<file path="src/rtl/spi_flash_pkg.sv">
// Shared definitions for the SPI flash slave: opcodes, FSM states and address width.
`timescale 1ns/1ps
package spi_flash_pkg;

  localparam int ADDR_BITS = 24;

  localparam logic [7:0] OP_READ      = 8'h03;
  localparam logic [7:0] OP_FAST_READ = 8'h0B;
  localparam logic [7:0] OP_PP        = 8'h02;
  localparam logic [7:0] OP_RDSR      = 8'h05;
  localparam logic [7:0] OP_WREN      = 8'h06;
  localparam logic [7:0] OP_WRDI      = 8'h04;

  typedef enum logic [2:0] {
    ST_IDLE,
    ST_CMD,
    ST_ADDR,
    ST_DUMMY,
    ST_DOUT,
    ST_DIN,
    ST_IGNORE
  } state_t;

endpackage

</file>
<file path="src/rtl/spi_sync_edge.sv">
// Multi-flop synchroniser for one asynchronous SPI pin, with single-cycle rise/fall pulses.
`timescale 1ns/1ps
module spi_sync_edge #(
  parameter int   SYNC_STAGES = 2,
  parameter logic IDLE_LVL    = 1'b0
) (
  input  logic clk,
  input  logic reset,
  input  logic din,
  output logic level,
  output logic rise,
  output logic fall
);

  logic [SYNC_STAGES-1:0] chain;
  logic                   prev;

  always_ff @(posedge clk or negedge reset) begin
    if (!reset) begin
      chain <= {SYNC_STAGES{IDLE_LVL}};
      prev  <= IDLE_LVL;
    end else begin
      chain[0] <= din;
      for (int i = 1; i < SYNC_STAGES; i++) chain[i] <= chain[i-1];
      prev <= chain[SYNC_STAGES-1];
    end
  end

  assign level = chain[SYNC_STAGES-1];
  assign rise  = level & ~prev;
  assign fall  = ~level & prev;

endmodule

</file>
<file path="src/rtl/spi_flash_slave.sv">
// Mode-0 SPI flash slave with small byte-wide storage, READ/FAST_READ/PP/RDSR/WREN/WRDI.
`timescale 1ns/1ps
module spi_flash_slave
  import spi_flash_pkg::*;
#(
  parameter int MEM_BYTES   = 16,
  parameter int SYNC_STAGES = 2
) (
  input  logic clk,
  input  logic reset,
  input  logic sck,
  input  logic cs_n,
  input  logic mosi,
  output logic miso,
  output logic wel
);

  localparam int           AW            = $clog2(MEM_BYTES);
  localparam logic [4:0]   BYTE_LAST     = 5'd7;
  localparam logic [4:0]   ADDR_LAST     = 5'(ADDR_BITS - 1);
  localparam logic [7:0]   FLUSH_N       = 8'(SYNC_STAGES + 1);

  logic sck_lvl_unused, sck_rise, sck_fall;
  logic cs_lvl, cs_rise, cs_fall;
  logic mosi_lvl, mosi_rise_unused, mosi_fall_unused;

  spi_sync_edge #(.SYNC_STAGES(SYNC_STAGES), .IDLE_LVL(1'b0)) u_sck (
    .clk(clk), .reset(reset), .din(sck),
    .level(sck_lvl_unused), .rise(sck_rise), .fall(sck_fall));

  spi_sync_edge #(.SYNC_STAGES(SYNC_STAGES), .IDLE_LVL(1'b1)) u_cs (
    .clk(clk), .reset(reset), .din(cs_n),
    .level(cs_lvl), .rise(cs_rise), .fall(cs_fall));

  spi_sync_edge #(.SYNC_STAGES(SYNC_STAGES), .IDLE_LVL(1'b0)) u_mosi (
    .clk(clk), .reset(reset), .din(mosi),
    .level(mosi_lvl), .rise(mosi_rise_unused), .fall(mosi_fall_unused));

  state_t          state;
  logic [4:0]      bit_cnt;
  logic [6:0]      sh;
  logic [7:0]      op;
  logic [AW-1:0]   addr;
  logic [7:0]      tx;
  logic [7:0]      mem [MEM_BYTES];
  logic [7:0]      flush;
  logic            armed;

  logic [7:0]      byte_nx;
  logic [AW-1:0]   addr_inc;
  logic            sck_r, sck_f;

  function automatic logic [7:0] status_byte(input logic w);
    return {6'b0, w, 1'b0};
  endfunction

  assign byte_nx  = {sh, mosi_lvl};
  assign addr_inc = addr + 1'b1;
  assign sck_r    = sck_rise & ~cs_lvl;
  assign sck_f    = sck_fall & ~cs_lvl;

  // After reset the CS_N synchroniser must flush and show the pin high before a fall is trusted,
  // so a master still holding CS_N low cannot resume an aborted transaction.
  always_ff @(posedge clk or negedge reset) begin
    if (!reset) begin
      state   <= ST_IDLE;
      bit_cnt <= '0;
      sh      <= '0;
      op      <= '0;
      addr    <= '0;
      tx      <= '0;
      miso    <= 1'b0;
      wel     <= 1'b0;
      flush   <= '0;
      armed   <= 1'b0;
      for (int i = 0; i < MEM_BYTES; i++) mem[i] <= 8'hFF;
    end else begin
      if (flush != FLUSH_N) flush <= flush + 8'd1;
      else if (cs_lvl)      armed <= 1'b1;

      if (cs_rise) begin
        state   <= ST_IDLE;
        miso    <= 1'b0;
        bit_cnt <= '0;
        if (state == ST_DIN)                           wel <= 1'b0;
        else if (state == ST_IGNORE && op == OP_WREN)  wel <= 1'b1;
        else if (state == ST_IGNORE && op == OP_WRDI)  wel <= 1'b0;
      end else if (state == ST_IDLE) begin
        if (cs_fall && armed) begin
          state   <= ST_CMD;
          bit_cnt <= '0;
        end
      end else if (sck_r) begin
        sh      <= byte_nx[6:0];
        bit_cnt <= bit_cnt + 5'd1;
        case (state)
          ST_CMD: if (bit_cnt == BYTE_LAST) begin
            bit_cnt <= '0;
            op      <= byte_nx;
            case (byte_nx)
              OP_READ, OP_FAST_READ, OP_PP: state <= ST_ADDR;
              OP_RDSR: begin
                state <= ST_DOUT;
                tx    <= status_byte(wel);
              end
              default: state <= ST_IGNORE;
            endcase
          end
          ST_ADDR: if (bit_cnt == ADDR_LAST) begin
            bit_cnt <= '0;
            addr    <= byte_nx[AW-1:0];
            if (op == OP_READ) begin
              state <= ST_DOUT;
              tx    <= mem[byte_nx[AW-1:0]];
            end else if (op == OP_FAST_READ) begin
              state <= ST_DUMMY;
            end else if (wel) begin
              state <= ST_DIN;
            end else begin
              state <= ST_IGNORE;
            end
          end
          ST_DUMMY: if (bit_cnt == BYTE_LAST) begin
            bit_cnt <= '0;
            state   <= ST_DOUT;
            tx      <= mem[addr];
          end
          ST_DOUT: if (bit_cnt == BYTE_LAST) begin
            bit_cnt <= '0;
            if (op == OP_RDSR) begin
              tx <= status_byte(wel);
            end else begin
              addr <= addr_inc;
              tx   <= mem[addr_inc];
            end
          end
          ST_DIN: if (bit_cnt == BYTE_LAST) begin
            bit_cnt   <= '0;
            mem[addr] <= mem[addr] & byte_nx;
            addr      <= addr_inc;
          end
          default: ;
        endcase
      end else if (sck_f && state == ST_DOUT) begin
        miso <= tx[7];
        tx   <= {tx[6:0], 1'b0};
      end
    end
  end

endmodule

</file>
<file path="config.mk">
export PLATFORM = sky130hd
export DESIGN_NAME = spi_flash_slave
export DESIGN_NICKNAME = d
export VERILOG_FILES = /design/src/rtl/spi_flash_pkg.sv /design/src/rtl/spi_sync_edge.sv /design/src/rtl/spi_flash_slave.sv
export SDC_FILE = /design/constraint.sdc
export NUM_CORES = 1
export LEC_CHECK = 0
export BUFFER_PORTS_ARGS = -buffer_cell sky130_fd_sc_hd__clkbuf_2
export CAP_MARGIN = 20
export CORE_MARGIN = 4
export CORE_UTILIZATION = 55
export CTS_BUF_LIST = sky130_fd_sc_hd__clkbuf_4
export CTS_CLUSTER_SIZE = 12
export DETAILED_ROUTE_END_ITERATION = 7
export GPL_TIMING_DRIVEN = 1
export PLACE_DENSITY_LB_ADDON = 0.2
export SLEW_MARGIN = 20
export SYNTH_ARGS = -nofsm -noshare
export SYNTH_HDL_FRONTEND = slang
export SYNTH_HIERARCHICAL = 1
export SYNTH_SLANG_ARGS = --single-unit
</file>
<file path="constraint.sdc">
create_clock -name clk -period 3.45 [get_ports clk]
set_clock_uncertainty 0.2 [all_clocks]
set_input_delay 0.345 -clock clk [delete_from_list [all_inputs] [get_ports clk]]
set_output_delay 0.345 -clock clk [all_outputs]
set_load 0.02 [all_outputs]
</file>
==> After elaboration in Yosys (flattened, before gate mapping) <==
Index checks and enable logic that the tools add are counted.
{ "word_totals": {"reg_bits": 182, "input_bits": 5, "wordCells": 167} }
{ "op_classes": {"n_addsub": 3, "n_lt_le_gt_ge": 4, "eq_ne": 35, "muxes": 53, "bitwise_logic": 17, "n_reduce_logical": 24} }
{ "ops": {"columns": ["cell", "count"], "rows": [
  ["bitwise mux 128 bit", 1],
  ["two-way mux 8 bit", 16],
  ["binary-select mux 8 bit (select 4 bit)", 3],
  ["demux 8 bit (select 4 bit)", 1],
  ["== test 8 x 3 -> 1 bit (second input constant)", 4],
  ["case mux 8 bit (4 select lines)", 1],
  ["two-way mux 5 bit", 6],
  ["two-way mux 3 bit", 9],
  ["== test 8 x 2 -> 1 bit (second input constant)", 3],
  ["!= test 3 bit (second input constant)", 6],
  ["== test 8 x 4 -> 1 bit (second input constant)", 2],
  ["two-way mux 4 bit", 4],
  [">= comparator 5 bit (second input constant)", 3],
  ["NOT 4 -> 5 bit", 3],
  ["!= test 4 bit (second input constant)", 3],
  ["case mux 4 bit (3 select lines)", 1],
  ["!= test 2 bit (second input constant)", 5],
  ["case mux 5 bit (2 select lines)", 1],
  ["AND reduction 10 bit", 1],
  ["AND reduction 5 bit", 2],
  ["== test 3 bit (second input constant)", 3],
  ["case mux 3 bit (3 select lines)", 1],
  ["nonzero test 3 bit", 3],
  ["adder 8 x 1 -> 8 bit (second input constant)", 1],
  ["other kinds (27)", 53]
]} }

==> Longest topological paths before layout <==
Gate-level depths: netlist (run 1).
{ "logic_depth": {"ltp_word": 9, "depth_mapped": 15, "depth_no_buf": 8} }

==> By module <==
Netlist (run 1), hierarchy kept.
{ "modules_own_cells": {"columns": ["module", "n_inst", "cells_per_inst", "area_each_um2", "seq_area_each_um2"], "rows": [
  ["spi_flash_slave", 1, 814, 10835.4, 4514.3],
  ["spi_sync_edge (u_mosi ...)", 2, 5, 90.1, 75.1],
  ["spi_sync_edge (u_cs)", 1, 5, 93.8, 78.8]
]} }

==> Worst setup path before layout (run 1) <==
Ideal clock, no wire load.
{ "synth_timing": {"kind": "flip-flop to flip-flop", "start": "register addr[0]", "end": "register tx[1]", "setup_time_ps": 132, "t_arrival_ps": 3418, "t_required_ps": 3118, "setup_slack_ps": -300, "stages_incl_launch_ff": 15, "period_less_slack_ps": 3750, "cell_sequence": "dfrtp_1 -> buf_2 -> buf_6 -> buf_6 -> buf_4 -> buf_2 -> inv_1 -> ha_1 -> clkbuf_1 -> clkbuf_1 -> mux4_2 -> mux4_2 -> a21o_1 -> a21oi_1 -> o31ai_1"} }
{ "synth_between": {"elab_chain_len": 9, "elab_cells_between_ends": 14, "cone_classes": "1 x add/sub; 11 x mux; 2 x bitwise"} }
{ "synth_rtl": {"columns": ["item", "line_no", "text"], "rows": [
  ["start: declaration", "spi_flash_slave.sv:43", "logic [AW-1:0] addr;"],
  ["start signal: assignment", "spi_flash_slave.sv:111", "addr <= byte_nx[AW-1:0];"],
  ["start signal: assignment", "spi_flash_slave.sv:133", "addr <= addr_inc;"],
  ["start signal: assignment", "spi_flash_slave.sv:140", "addr <= addr_inc;"],
  ["adder 4 x 1 -> 4 bit", "spi_flash_slave.sv:58", "assign addr_inc = addr + 1'b1;"],
  ["NOT 4 -> 5 bit (implied by the code)", "spi_flash_slave.sv:134", "tx <= mem[addr_inc];"],
  ["binary-select mux 8 bit (select 4 bit)", "spi_flash_slave.sv:134", null],
  ["two-way mux 8 bit (implied by the code) (2 in a row)", "spi_flash_slave.sv:134", null],
  ["two-way mux 8 bit", "spi_flash_slave.sv:130", "if (op == OP_RDSR) begin"],
  ["two-way mux 8 bit", "spi_flash_slave.sv:128", "ST_DOUT: if (bit_cnt == BYTE_LAST) begin"],
  ["case mux 8 bit (4 select lines) (*)", "spi_flash_slave.sv:96", "case (state)"],
  ["two-way mux 8 bit (*)", "spi_flash_slave.sv:93", "end else if (sck_r) begin"],
  ["end signal: assignment", "spi_flash_slave.sv:126", "tx <= mem[addr];"],
  ["end signal: assignment", "spi_flash_slave.sv:131", "tx <= status_byte(wel);"],
  ["end signal: assignment", "spi_flash_slave.sv:134", null],
  ["end: declaration", "spi_flash_slave.sv:44", "logic [7:0] tx;"]
]} }
Every way passes the cells marked *; elsewhere a longest branch is shown, timed or not. The select of a mux whose other input is x is not followed.
A chain may end at the register's enable or synchronous reset.

==> Final worst setup path (run 1) <==
{ "layout_timing": {"start": "register addr[1]", "end": "register tx[6]"} }
The elaborated chain is that of the path after synthesis.

==> results of run 1 <==
cell usage in the layout, fill, tap and decap left out, drive strengths merged, types with 6 or more instances in the layout:
master,n
a21oi,19
mux2i,39
clkbuf,22
nor2,27
a22oi,17
mux2,143
nor2b,14
and2,13
dfstp,131
nand3,12
a211oi,7
o22ai,13
nor3,6
dfrtp,51
ha,6
mux4,90
nand2,61
inv,14
nand2b,11
o21ai,26
o31ai,11
buf,28
xnor2,6
metrics by stage:
stage	cell area, sq um	setup TNS (ns)	setup slack (ns)
6_report	11600	0	0.450
5_1_grt	11600	0	0.291
4_1_cts	11600	0	0.451
3_5_place_dp	11300	0	0.463
3_3_place_gp	11300	0	0.511
2_1_floorplan	11100	-0.0276	-0.0276
routing by layer:
metal	track usage, %	vias up	part of all wire [%]
li1	-	3147	-
met1	35.8	3854	41
met3	7.69	68	8.3
met2	41.4	318	49
met4	8.42	0	2.4
met5	0	-	0
flip-flops by register name (all words and copies together) (netlist names):
signal,flops
tx,8
u_mosi/chain,2
state,3
u_cs/chain,2
op,8
wel,1
u_sck/prev,1
miso,1
mem,128
addr,4
sh,7
armed,1
bit_cnt,5
u_cs/prev,1
u_sck/chain,2
flush,8
timing repair:
action | CTS | global route
buffers inserted | 0 | 0
hold endpoints to repair | 49 | 0
gates resized for setup | 0 | 0
hold buffers | 4 | 0
cell type report:
type	instances	share of cell area, %
repair buffers	37	2.73
flip-flops and latches	182	40.7
clock buffers	17	1.10
diodes	1	0.0216
well taps	265	2.86
multi-input cells	569	50.8
inverters	7	0.226
clock inverters	15	1.61
worst max-delay path: stages, from the launching register on:
cell,delay [ns]
dfrtp_2,0.41
buf_4,0.41
ha_1,0.34
xor2_2,0.33
buf_4,0.36
mux2i_1,0.42
o22ai_1,0.12
a21oi_1,0.18
o31ai_1,0.11
power by group through the flow:
stage / sequential, W / combinational (W) / clock (W)
after floorplan: 0.00230 / 0.000769 / 0
after global placement: 0.00238 / 0.00114 / 0
after detailed placement: 0.00238 / 0.00116 / 0
after CTS: 0.00235 / 0.00116 / 0.00133
after global routing: 0.00236 / 0.00129 / 0.00143
final: 0.00235 / 0.00119 / 0.00131
worst max path at each step:
stage                   startpoint           endpoint  cells after the start
2_1_floorplan  addr[0]$_DFFE_PN0P_  tx[1]$_DFFE_PN0P_                     14
3_3_place_gp   addr[0]$_DFFE_PN0P_  tx[3]$_DFFE_PN0P_                      8
3_5_place_dp   addr[0]$_DFFE_PN0P_  tx[6]$_DFFE_PN0P_                      8
4_1_cts        addr[0]$_DFFE_PN0P_  tx[6]$_DFFE_PN0P_                      8
5_1_grt          op[5]$_DFFE_PN0P_  tx[6]$_DFFE_PN0P_                      6
6_report       addr[1]$_DFFE_PN0P_  tx[6]$_DFFE_PN0P_                      8
==> run summary, run 1 <==
chip width - 150 um
Max-cap violations - 0
H-tree levels - 4
Worst Setup Start Kind - flip-flop
Clk Latency, worst-skew pair - 0.60 ns
Final Total Pwr - 0.00485 W
share of cells above drive strength 1 - 51.8%
root buf cell - clkbuf_4
largest net degree at the start of global routing - 100
port bufs - 6
vias - 7387
Synth Warn # - 6
Hold Path Depth - 2
DRC - 0
per-cell routed wire length - 25.6 um
Comb pwr share - 24.5%
R2R Setup Slk - 0.45 ns
clock network fraction of total power - 27.0%
Multi-input gate area - 5900 sq um
reg2reg path depth - 8
Worst Hold Class - input pin to flip-flop
syn_area_per_cell - 13.4 sq um
Hold WS - 0.172 ns
initial drt markers - 620
Synth Cell Area - 11100 sq um
Switching Share - 35.9%
Crit Path Class - flip-flop to flip-flop
row count - 51
number of global-route vias before repair - 7609
Power Internal - 0.00311 W
Cells after Synth - 826
CP arrival - 3.27 ns
first-pass GRT wire length - 45.1 mm
post-route ant nets - 0
final std cells w/o fill - 1093
Fmax - 0.333 GHz
reg2reg end - tx[6]$_DFFE_PN0P_
status - completed
CTS clk-pin slew, worst paths - 0.17 ns
final count of hold timing violations - 0
Routed WL - 28.0 mm
Hold Startpoint - cs_n
power density cells - 417 nW/um^2
CTS tree - done
Slew HR - 41.6%
area growth from synthesis to layout - 4.89%
DR pass1 iterations - 7
DP Wirelength - 19.0 mm
Clock Path Buffers - 2
Period minus WS final - 3.00 ns
leak pwr - 4.67 nW
CP max FO - 24
starting density of the core - 56.3%
RR Startpoint - addr[1]$_DFFE_PN0P_
Die Y - 150 um
NetSw - 0.00174 W
Mapped Nets - 837
worst vdd ir - 0.197 mV
worst slew pin tran - 0.877 ns
TritonCTS Buffers - 17
period utilization - 86.9%
Setup Viol. Count Final - 0
GRT Total Usage - 26.4%
average vias per placed instance - 6.76
antenna violations before repair - 1
# clock sinks - 182
RSZ-0062 raised after global routing - no
Core ar. - 19700 sq um
Hold Path Sink - u_cs/chain[0]$_DFF_PN1_
grt ovf - 0
Die Area - 22500 sq um
Final Slew Violations - 0
RePlAce Congestion - 0.986
share of power burned in registers - 48.5%
Critical Path End Type - flip-flop
Ports - 7
cell count after placement - 1056
# fillers - 1611
Crit path required time - 3.72 ns
Finished Core Util - 59.1%
Nets - 825
FF+latch area - 4720 sq um
(Power assumes the default switching activity.)
==> run 2, diff against run 1 <==
RECOVER_POWER = 50   (was unset)
==> run 2 against run 1 <==
Net effect: the flow now finishes with violations (max-capacitance violations, max-slew violations); critical path depth unchanged; hold slack better by 0.0026 ns; total power down 0.15%; flip-flop and latch count unchanged; critical endpoint unchanged; largest cell class unchanged.
==> run summary, run 2 (synthesis gave the netlist of run 1 again) <==
status - finished with violations
failing checks - max-capacitance violations, max-slew violations
Post-CTS Hold Buffers - 4 (unchanged)
final count of hold timing violations - 0 (unchanged)
Final Slew Violations - 100 (+100)
Worst Hold Class - input pin to flip-flop
root buf cell - clkbuf_4
critical path depth in cells - 8 (unchanged)
port bufs - 6 (unchanged)
Comb pwr share - 24.5% (about the same)
CP endpoint - tx[6]$_DFFE_PN0P_
commonest cells after routing, fill and taps aside - 131 x mux2_2, 130 x dfstp_2, 71 x mux4_2, 48 x dfrtp_1, 45 x nand2_1
setup_tns - 0 ns (unchanged)
Core ar. - 19700 sq um (unchanged)
chip width - 150 um (unchanged)
Switching Share - 35.8% (-0.055 points)
# clock sinks - 182 (unchanged)
reg2reg path depth - 8 (unchanged)
first-pass GRT wire length - 45.1 mm (unchanged)
period utilization - 86.8% (-0.12 points)
post-route ant nets - 0 (unchanged)
initial drt markers - 634 (+2.3%)
H-tree levels - 4 (unchanged)
CP Cell Sequence - buf_4 > ha_1 > xor2_2 > buf_4 > mux2i_1 > o22ai_1 > a21oi_1 > o31ai_1
DP Wirelength - 19.0 mm (unchanged)
GRT Total Usage - 26.4% (unchanged)
CP arrival - 3.27 ns (about the same)
CTS clk-pin slew, worst paths - 0.17 ns (about the same)
CTS tree - done
leak pwr - 4.66 nW (-0.16%)
TritonCTS Buffers - 17 (unchanged)
Clock Path Buffers - 2 (unchanged)
Die Area - 22500 sq um (unchanged)
worst slew pin tran - 2.38 ns (+1.51 ns)
Critical Path End Type - flip-flop
DR pass1 iterations - 5 (-2)
clock network fraction of total power - 27.0% (about the same)
Max-cap violations - 1 (+1)
Ports - 7 (unchanged)
RePlAce Congestion - 0.986 (unchanged)
cell count after placement - 1056 (unchanged)
most common cell after layout, fill and taps aside - mux2_2
Fmax - 0.334 GHz (+0.14%)
grt ovf - 0 (unchanged)
Routed WL - 27.9 mm (-0.35%)
Setup Viol. Count Final - 0 (unchanged)
crit-path leading delay family - buffers and inverters
Placed Area - 11300 sq um (unchanged)
Worst Setup Start Kind - flip-flop
CP max FO - 24 (unchanged)
crit path from - addr[1]$_DFFE_PN0P_
power density cells - 417 nW/um^2 (about the same)
Finished Cell Area - 11600 sq um (-0.13%)
Worst Path Buf+Inv - 2 (unchanged)
Critical Path Most Common Cell - buf_4
Crit path required time - 3.73 ns (about the same)
Power Internal - 0.00310 W (about the same)
max reg flops - 128 (unchanged)
largest net degree at the start of global routing - 100 (unchanged)
Period minus WS final - 3.00 ns (-0.00424 ns)
antenna violations before repair - 1 (unchanged)
NetSw - 0.00173 W (-0.30%)
Die Y - 150 um (unchanged)
Hold Startpoint - cs_n
Setup Buffers After CTS - 0 (unchanged)
# fillers - 1613 (+0.12%)
worst vdd ir - 0.197 mV (about the same)
reg2reg end - tx[6]$_DFFE_PN0P_
RSZ-0062 raised after global routing - no
starting density of the core - 56.3% (unchanged)
vias - 7379 (-0.11%)
RR Startpoint - addr[1]$_DFFE_PN0P_
share of power burned in registers - 48.6% (about the same)
Nets - 825 (unchanged)
FF+latch area - 4720 sq um (unchanged)
Critical Path Max Stage Delay - 0.42 ns (about the same)
Finished Core Util - 59.0% (-0.076 points)
per-cell routed wire length - 25.5 um (-0.35%)
average vias per placed instance - 6.75 (-0.11%)
Resize count post-CTS - 0 (unchanged)
row count - 51 (unchanged)
share of cells above drive strength 1 - 51.5% (-0.24 points)
Crit Path Class - flip-flop to flip-flop
Multi-input gate area - 5900 sq um (unchanged)
area growth from synthesis to layout - 4.76%
number of global-route vias before repair - 7609 (unchanged)
Slew HR - -58.8% (-100 points)
Clk Latency, worst-skew pair - 0.59 ns (about the same)
R2R Setup Slk - 0.45 ns (about the same)
DRC - 0 (unchanged)
final std cells w/o fill - 1093 (unchanged)
Critical-path top delay cell - mux2i_1
largest reg by FF count - mem
## run 2: cell types whose count changed in the layout (fill, tap and decap cells not counted)
cell / before / now
buf_4: 24 / 21
buf_6: 1 / 0
clkbuf_1: 0 / 1
clkbuf_2: 5 / 8
dfstp_1: 0 / 1
dfstp_2: 131 / 130
## run 2: worst reg2reg max path: stages, from the launching register on
cell and delay, ns:
dfrtp_2 0.41, buf_4 0.41, ha_1 0.35, xor2_2 0.33
buf_4 0.36, mux2i_1 0.42, o22ai_1 0.12, a21oi_1 0.18
o31ai_1 0.11
## run 2: worst min path at each step
stage	to	cells after the start
floorplan	addr[0]$_DFFE_PN0P_	0
global placement	u_mosi/chain[1]$_DFF_PN0_	0
detailed placement	u_mosi/chain[1]$_DFF_PN0_	0
CTS	u_cs/chain[0]$_DFF_PN1_	2
global route	u_cs/chain[0]$_DFF_PN1_	2
finish	u_cs/chain[0]$_DFF_PN1_	2
## run 2: metal layers
metal,GRT usage [%],vias to the layer above,wire [um]
met5,0,-,0
met4,8.42,0,631
met3,7.69,65,2270
met2,41.4,320,13600
met1,35.8,3846,11400
li1,-,3148,-
## run 2: layout make-up
cell class | count | area share, %
Multi-Input combinational cell | 569 | 50.8
Timing Repair Buffer | 37 | 2.60
Sequential cell | 182 | 40.7
Tap cell | 265 | 2.86
Inverter | 7 | 0.227
Clock buffer | 17 | 1.10
Antenna cell | 1 | 0.0216
Clock inverter | 15 | 1.61
## run 2: per-stage QoR
step	power, W	hold WS [ns]	setup WS, ns
after floorplan	0.00306	-0.151	-0.0276
after global placement	0.00352	0.132	0.511
after detailed placement	0.00353	0.145	0.463
after CTS	0.00484	0.127	0.451
after global routing	0.00508	0.118	0.159
final	0.00484	0.175	0.455
## run 2: power groups by stage
stage	sequential, W	clock (W)	combinational (W)
2_1_floorplan	0.00230	0	0.000769
3_3_place_gp	0.00238	0	0.00114
3_5_place_dp	0.00238	0	0.00116
4_1_cts	0.00235	0.00133	0.00116
5_1_grt	0.00236	0.00143	0.00128
6_report	0.00235	0.00130	0.00118
